<file path="src/rtl/lcd_scanout.sv">
// Framebuffer scan-out: after each render-complete pulse, reads the LCD framebuffer
// in raster order and streams palette-mapped 8-bit grayscale pixels over valid/ready.
module lcd_scanout #(
  parameter int WIDTH  = 160,
  parameter int HEIGHT = 144,
  parameter int ADDR_W = 15
) (
  input  logic              clk,
  input  logic              reset,
  input  logic              render_complete,
  input  logic [7:0]        palette,
  output logic              fb_rd_en,
  output logic [ADDR_W-1:0] fb_addr,
  input  logic [1:0]        fb_rd_data,
  output logic              pix_valid,
  input  logic              pix_ready,
  output logic [7:0]        pix_data,
  output logic              pix_sof,
  output logic              pix_eol,
  output logic              busy,
  output logic              frame_done,
  output logic              overrun
);

  localparam int XW = (WIDTH  > 1) ? $clog2(WIDTH)  : 1;
  localparam int YW = (HEIGHT > 1) ? $clog2(HEIGHT) : 1;
  localparam logic [XW-1:0] X_LAST = XW'(WIDTH - 1);
  localparam logic [YW-1:0] Y_LAST = YW'(HEIGHT - 1);

  typedef enum logic [1:0] {IDLE, READ, LATCH, SEND} state_e;

  state_e              state_q, state_d;
  logic [XW-1:0]       x_q, x_d;
  logic [YW-1:0]       y_q, y_d;
  logic [ADDR_W-1:0]   addr_q, addr_d;
  logic [7:0]          pal_q, pal_d;
  logic [7:0]          data_q, data_d;
  logic                sof_q, sof_d;
  logic                eol_q, eol_d;
  logic                valid_q, valid_d;
  logic                rd_en_q, rd_en_d;
  logic                busy_q, busy_d;
  logic                done_q, done_d;
  logic                overrun_q, overrun_d;
  logic [1:0]          shade;

  function automatic logic [7:0] shade_to_gray(input logic [1:0] s);
    case (s)
      2'd0:    return 8'd255;
      2'd1:    return 8'd170;
      2'd2:    return 8'd85;
      default: return 8'd0;
    endcase
  endfunction

  // NOTE: every variable gets a default before the case so no path leaves it
  // unassigned; that is what keeps this block from inferring latches.
  always_comb begin
    state_d   = state_q;
    x_d       = x_q;
    y_d       = y_q;
    addr_d    = addr_q;
    pal_d     = pal_q;
    data_d    = data_q;
    sof_d     = sof_q;
    eol_d     = eol_q;
    valid_d   = 1'b0;
    rd_en_d   = 1'b0;
    busy_d    = busy_q;
    done_d    = 1'b0;
    overrun_d = overrun_q;
    shade     = pal_q[{fb_rd_data, 1'b0} +: 2];

    unique case (state_q)
      IDLE: begin
        if (render_complete) begin
          pal_d   = palette;
          x_d     = '0;
          y_d     = '0;
          addr_d  = '0;
          rd_en_d = 1'b1;
          busy_d  = 1'b1;
          state_d = READ;
        end
      end
      READ: state_d = LATCH;
      LATCH: begin
        data_d  = shade_to_gray(shade);
        sof_d   = (x_q == '0) && (y_q == '0);
        eol_d   = (x_q == X_LAST);
        valid_d = 1'b1;
        state_d = SEND;
      end
      SEND: begin
        if (pix_ready) begin
          if (x_q != X_LAST) begin
            x_d     = x_q + 1'b1;
            addr_d  = addr_q + 1'b1;
            rd_en_d = 1'b1;
            state_d = READ;
          end else if (y_q != Y_LAST) begin
            x_d     = '0;
            y_d     = y_q + 1'b1;
            addr_d  = addr_q + 1'b1;
            rd_en_d = 1'b1;
            state_d = READ;
          end else begin
            busy_d  = 1'b0;
            done_d  = 1'b1;
            state_d = IDLE;
          end
        end else begin
          valid_d = 1'b1;
        end
      end
      default: state_d = IDLE;
    endcase

    // A new frame request is only honoured from IDLE; anything else is an overrun.
    if (render_complete && (state_q != IDLE)) overrun_d = 1'b1;
  end

  // NOTE: state registers use non-blocking assignments so every flop samples
  // the pre-edge values, independent of process evaluation order.
  always_ff @(posedge clk or negedge reset) begin
    if (!reset) begin
      state_q   <= IDLE;
      x_q       <= '0;
      y_q       <= '0;
      addr_q    <= '0;
      pal_q     <= '0;
      data_q    <= '0;
      sof_q     <= 1'b0;
      eol_q     <= 1'b0;
      valid_q   <= 1'b0;
      rd_en_q   <= 1'b0;
      busy_q    <= 1'b0;
      done_q    <= 1'b0;
      overrun_q <= 1'b0;
    end else begin
      state_q   <= state_d;
      x_q       <= x_d;
      y_q       <= y_d;
      addr_q    <= addr_d;
      pal_q     <= pal_d;
      data_q    <= data_d;
      sof_q     <= sof_d;
      eol_q     <= eol_d;
      valid_q   <= valid_d;
      rd_en_q   <= rd_en_d;
      busy_q    <= busy_d;
      done_q    <= done_d;
      overrun_q <= overrun_d;
    end
  end

  assign fb_rd_en   = rd_en_q;
  assign fb_addr    = addr_q;
  assign pix_valid  = valid_q;
  assign pix_data   = data_q;
  assign pix_sof    = sof_q;
  assign pix_eol    = eol_q;
  assign busy       = busy_q;
  assign frame_done = done_q;
  assign overrun    = overrun_q;

endmodule

</file>
<file path="config.mk">
export PLATFORM = sky130hd
export DESIGN_NAME = lcd_scanout
export DESIGN_NICKNAME = d
export VERILOG_FILES = /design/src/rtl/lcd_scanout.sv
export SDC_FILE = /design/constraint.sdc
export NUM_CORES = 1
export LEC_CHECK = 0
export ABC_AREA = 1
export CAP_MARGIN = 20
export CORE_MARGIN = 2
export CORE_UTILIZATION = 39
export DETAILED_ROUTE_END_ITERATION = 10
export GPL_TIMING_DRIVEN = 0
export PLACE_DENSITY = 0.63
export SYNTH_ARGS = -nofsm -noshare
export SYNTH_HDL_FRONTEND = slang
export SYNTH_SLANG_ARGS = --single-unit
</file>
<file path="constraint.sdc">
create_clock -name clk -period 2.2 [get_ports clk]
set_input_delay 0.44 -clock clk [delete_from_list [all_inputs] [get_ports clk]]
set_output_delay 0.44 -clock clk [all_outputs]
set_load 0.02 [all_outputs]
</file>
# ---- Word level (Yosys, flattened, before mapping)
# Cells that the tools add are included.
dict set report classes {
  add_sub_neg 3
  eq_ne 14
  n_shift 1
  muxes 36
  n_reduce_logical 13
}
# cell n
set op_table {}
lappend op_table {{$mux W15} 4}
lappend op_table {{$mux W8} 7}
lappend op_table {{$pmux W8 S2} 2}
lappend op_table {{$pmux W15 S2} 1}
lappend op_table {{$pmux W8 S3} 1}
lappend op_table {{$add A8 B1 Y8 const B} 2}
lappend op_table {{$logic_not A8 Y1} 2}
lappend op_table {{$ne A8 B8 Y1 const B} 2}
lappend op_table {{$add A15 B1 Y15 const B} 1}
lappend op_table {{$mux W1} 15}
lappend op_table {{$ne A2 B2 Y1 const B} 5}
lappend op_table {{$reduce_and A5 Y1} 2}
lappend op_table {{$eq A8 B8 Y1 const B} 1}
lappend op_table {{$pmux W2 S4} 1}
lappend op_table {{$shiftx A8 B4 Y2} 1}
lappend op_table {{$eq A2 B2 Y1 const B} 3}
lappend op_table {{$pmux W1 S2} 3}
lappend op_table {{$eq A2 B1 Y1 const B} 2}
lappend op_table {{$logic_not A2 Y1} 2}
lappend op_table {{$mux W2} 2}
lappend op_table {{$reduce_and A2 Y1} 2}
lappend op_table {{$reduce_and A4 Y1} 1}
lappend op_table {{$reduce_bool A2 Y1} 2}
lappend op_table {{$ne A3 B3 Y1 const B} 1}
lappend op_table {{$logic_and A1 B1 Y1} 2}
dict set report word_totals {
  register_bits 56
  inputBits 14
  out_inout_bits 30
  elab_cells 80
}

# ---- Longest topological paths before layout
dict set report depth {
  word_depth 5
  ltp_mapped 10
  depth_no_buf 10
}

# ---- Worst setup path after synthesis
# No wires, ideal clock.
dict set report synth_timing {
  kind {register to register}
  from {register state_q[0]}
  to {register y_q[6]}
  t_arrival_ns 1.446
  required_ns 2.083
  path_slack_ns 0.637
  path_stages_with_launch 11
  path_buffers 1
  period_less_slack_ns 1.563
  cell_sequence {dfrtp_1 ha_1 buf_6 nand2_2 nand2_2 nor2_4 inv_2 a21oi_4 nand2_2 nand2_1 nand2_1}
}
dict set report synth_via {
  elab_chain_cells 3
  word_cells_on_any_way 9
}
# element line
set synth_rtl {}
lappend synth_rtl {{from (decl)} 32} ;# state_e state_q, state_d;
lappend synth_rtl {{from (signal assigned)} 141} ;# state_q <= state_d;
lappend synth_rtl {{$eq A2 B2 Y1 / $logic_not A2 Y1 (equally long branches)} 74} ;# unique case (state_q)
lappend synth_rtl {{$ne A2 B2 Y1 (no line) / $reduce_bool A2 Y1 (equally long branches)} -}
lappend synth_rtl {{$reduce_and A5 Y1 (no line)} -}
lappend synth_rtl {{to (signal assigned)} 143} ;# y_q <= y_d;
lappend synth_rtl {{to (decl)} 34} ;# logic [YW-1:0] y_q, y_d;
# Parallel ways exist; a longest one is shown, timed or not.
# A chain may end at the register's enable or synchronous reset.

==> metrics.yaml <==
clocking:
  cts-resized-gates: 0
  cts_root_buffer: "clkbuf_8"
  clk_latency_ps: 310
  cts_setup_buffers: 0
  htree_levels: 2
  cts_tree: "built"
  cts_buffer_depth: 2
  cts_sinks: 50
  cts_buffers: 5
  hold_buffers: 0
  clk_pin_slew_ps: 100
final_layout:
  antennaDiodeCount: 0
  nNetsFinal: 471
  area_growth_pct: 23.35
  nFillCells: 731
  layout-drive-gt1-share_pct: 10.02
worst_setup_path:
  r2r_end: "y_q[2]"
  cp-end-kind: "output pin"
  critPathMaxFanout: 5
  worstSetupPathType: "flop to output pin"
  rr_worst_depth: 10
  regToRegSetupSlack_ps: 380
  r2r-start: "state_q[0]"
  cp.required_ps: 1760
  crit_path_start_kind: "flop"
  arrival_ps: 1460
placement:
  io_buffer_count: 43
  gp_congestion: 0.8679
  dp_hpwl_um: 4762
die:
  die_y_um: 90.61
  die_area_um2: 8209
  ios: 44
  initial_core_util_pct: 40.33
  core_area_um2: 7253
  die_x_um: 90.61
  rows: 31
global_routing:
  grt_remaining_overflow: 0
  grt_pass1_wl_um: 11230
  antenna_found_initial: 0
  grt_max_degree: 38
  grtUsageTotal_pct: 16.56
  grt_pass1_vias: 2454
sta:
  skew_ps: 13.52
  slew_headroom_pct: 67.52
  hold_violations: 0
  slew_viol_final: 0
  fin_crit_sh_pct: 86.41
  tightest_slew_ps: 487.3
  min_period_ps: 1901
  hold_ws_ps: 9.155
  rsz0062_at_grt: "false"
  timing.fmax_ghz: 0.5260
  setup_viol: 0
power:
  net-switching-power_mw: 1.482
  clkPwrFrac_pct: 18.5
  max-vdd-ir-drop_v: 0.0004875
  p_per_area_nw_per_um2: 997.1
  pwr-share-seq_pct: 34.8
  swShare_pct: 41.20
  fin_total_pwr_mw: 3.598
  p_int_mw: 2.116
  combPwrFrac_pct: 46.7
  leakage_nw: 1.719
route:
  wl_per_cell_um: 11.52
  via_count: 2549
  postRouteWirelength_um: 6311
  avgViaCountPerCell: 4.651
  drt_first_pass_iters: 4
  drc: 0
  drtIter0Drc: 91
  ant_nets: 0
status:
  status: "finished clean"
yosys:
  yosysTopAreaCellShare_pct: 42.77
  synth_flop_cell: "dfrtp_1"
  yosys-top-cells-area: "dfrtp_1, nand2_1, inv_1"
  yosysMostFrequentCell: "nand2_1"
  synth_area_um2: 2925
  netlist_top_cells_count: "nand2_1, dfrtp_1, inv_1"
  synthArstFlopShare_pct: 100.0
  synth_area_per_cell_um2: 7.369
  ys_types: 34
  syn_inst: 397
  yosys.area.top_type: "dfrtp_1"
  ys_seq_area_share_pct: 42.77
  synth_edf_count: 0
  ys_ff_latch: 50
  syn-num-nets: 420
  ys_warn_count: 0
flow_run:
  maxCapViolations: 0
min_path:
  min_path_type: "input pin to async pin"
placed cells by master, fill, tap and decap left out, drive strengths merged, types with 2 or more instances in the layout:
cell and instances:
nor3 5, xnor2 3, ha 9, nand4 5, clkdlybuf4s50 42, inv 43
a21oi 3, nand2 155, clkbuf 6, o21ai 27, clkinv 2, clkinvlp 2
nand3b 2, nand3 33, buf 11, nor2 38, dfrtp 50, xor2 2
or2 5
kinds of logic after synthesis:
kind of cell	Yosys count	share of synthesized area (%)
buf+inv	55	8.767
xor+xnor	5	1.497
flops	50	42.77
compound gates	33	6.844
fa+ha+maj	9	3.850
simple gates	245	36.27
how the worst max path moves through the flow:
stage | startpoint | end | cells past startpoint | slack (ps)
global route | state_q[0] | y_q[7] | 10 | 220
finish | pix_data[5] | pix_data[3] | 2 | 300
global placement | reset | y_q[0] | 1 | -890
detailed placement | pix_ready | y_q[7] | 10 | 150
floorplan | state_q[0] | y_q[6] | 10 | 640
CTS | pix_data[5] | pix_data[3] | 2 | 280
worst max-delay path, cell delays in order, from the launching register on:
cell and delay, ps:
dfrtp_1 430, buf_4 130, clkdlybuf4s50_1 590
registers in the layout (all words and copies together), names as in the netlist, 2 cells and up:
register	cells
x_q	8
pal_q	8
state_q	2
y_q	8
pix_data	2
fb_addr	15
per-layer routing:
metal	global-route usage, %	vias up	wire, um
met5	0	-	0
li1	-	1341	-
met3	3.339	4	217
met4	3.462	0	42
met1	22.19	1163	3150
met2	27.80	41	2901
final cells by class:
cell class              instances  area [um^2]  share of cell area [%]
plain buffers                  10        86.33                   2.393
clock buffers                   5        68.82                   1.907
clock inverters                 3        45.04                   1.248
inverters                      45        170.2                   4.716
multi-input cells             292         1418                   39.29
flip-flops and latches         50         1251                   34.67
well taps                      99        123.9                   3.433
repair buffers                 44        445.4                   12.34
metrics by stage:
| stage | util, % | setup TNS (ps) | instances | setup WS, ps | area, um^2 |
|---|---|---|---|---|---|
| finish | 49.75 | 0 | 548 | 298.9 | 3608 |
| global route | 49.75 | 0 | 548 | 222.2 | 3608 |
| CTS | 49.75 | 0 | 548 | 275.6 | 3608 |
| detailed placement | 48.18 | 0 | 540 | 145.3 | 3495 |
| global placement | 47.97 | -44360 | 539 | -890.0 | 3480 |
| floorplan | - | 0 | 397 | 637.4 | 2925 |
power by group through the flow:
stage          Clock (mW)  Combinational, mW  Sequential [mW]
3_5_place_dp            0               1.71             1.27
6_report            0.665               1.68             1.25
5_1_grt             0.735               1.90             1.28
4_1_cts             0.690               1.71             1.25
2_1_floorplan           0               1.05             1.32
3_3_place_gp            0               1.67             1.27
Note: power is estimated with default switching activity, not from simulation.
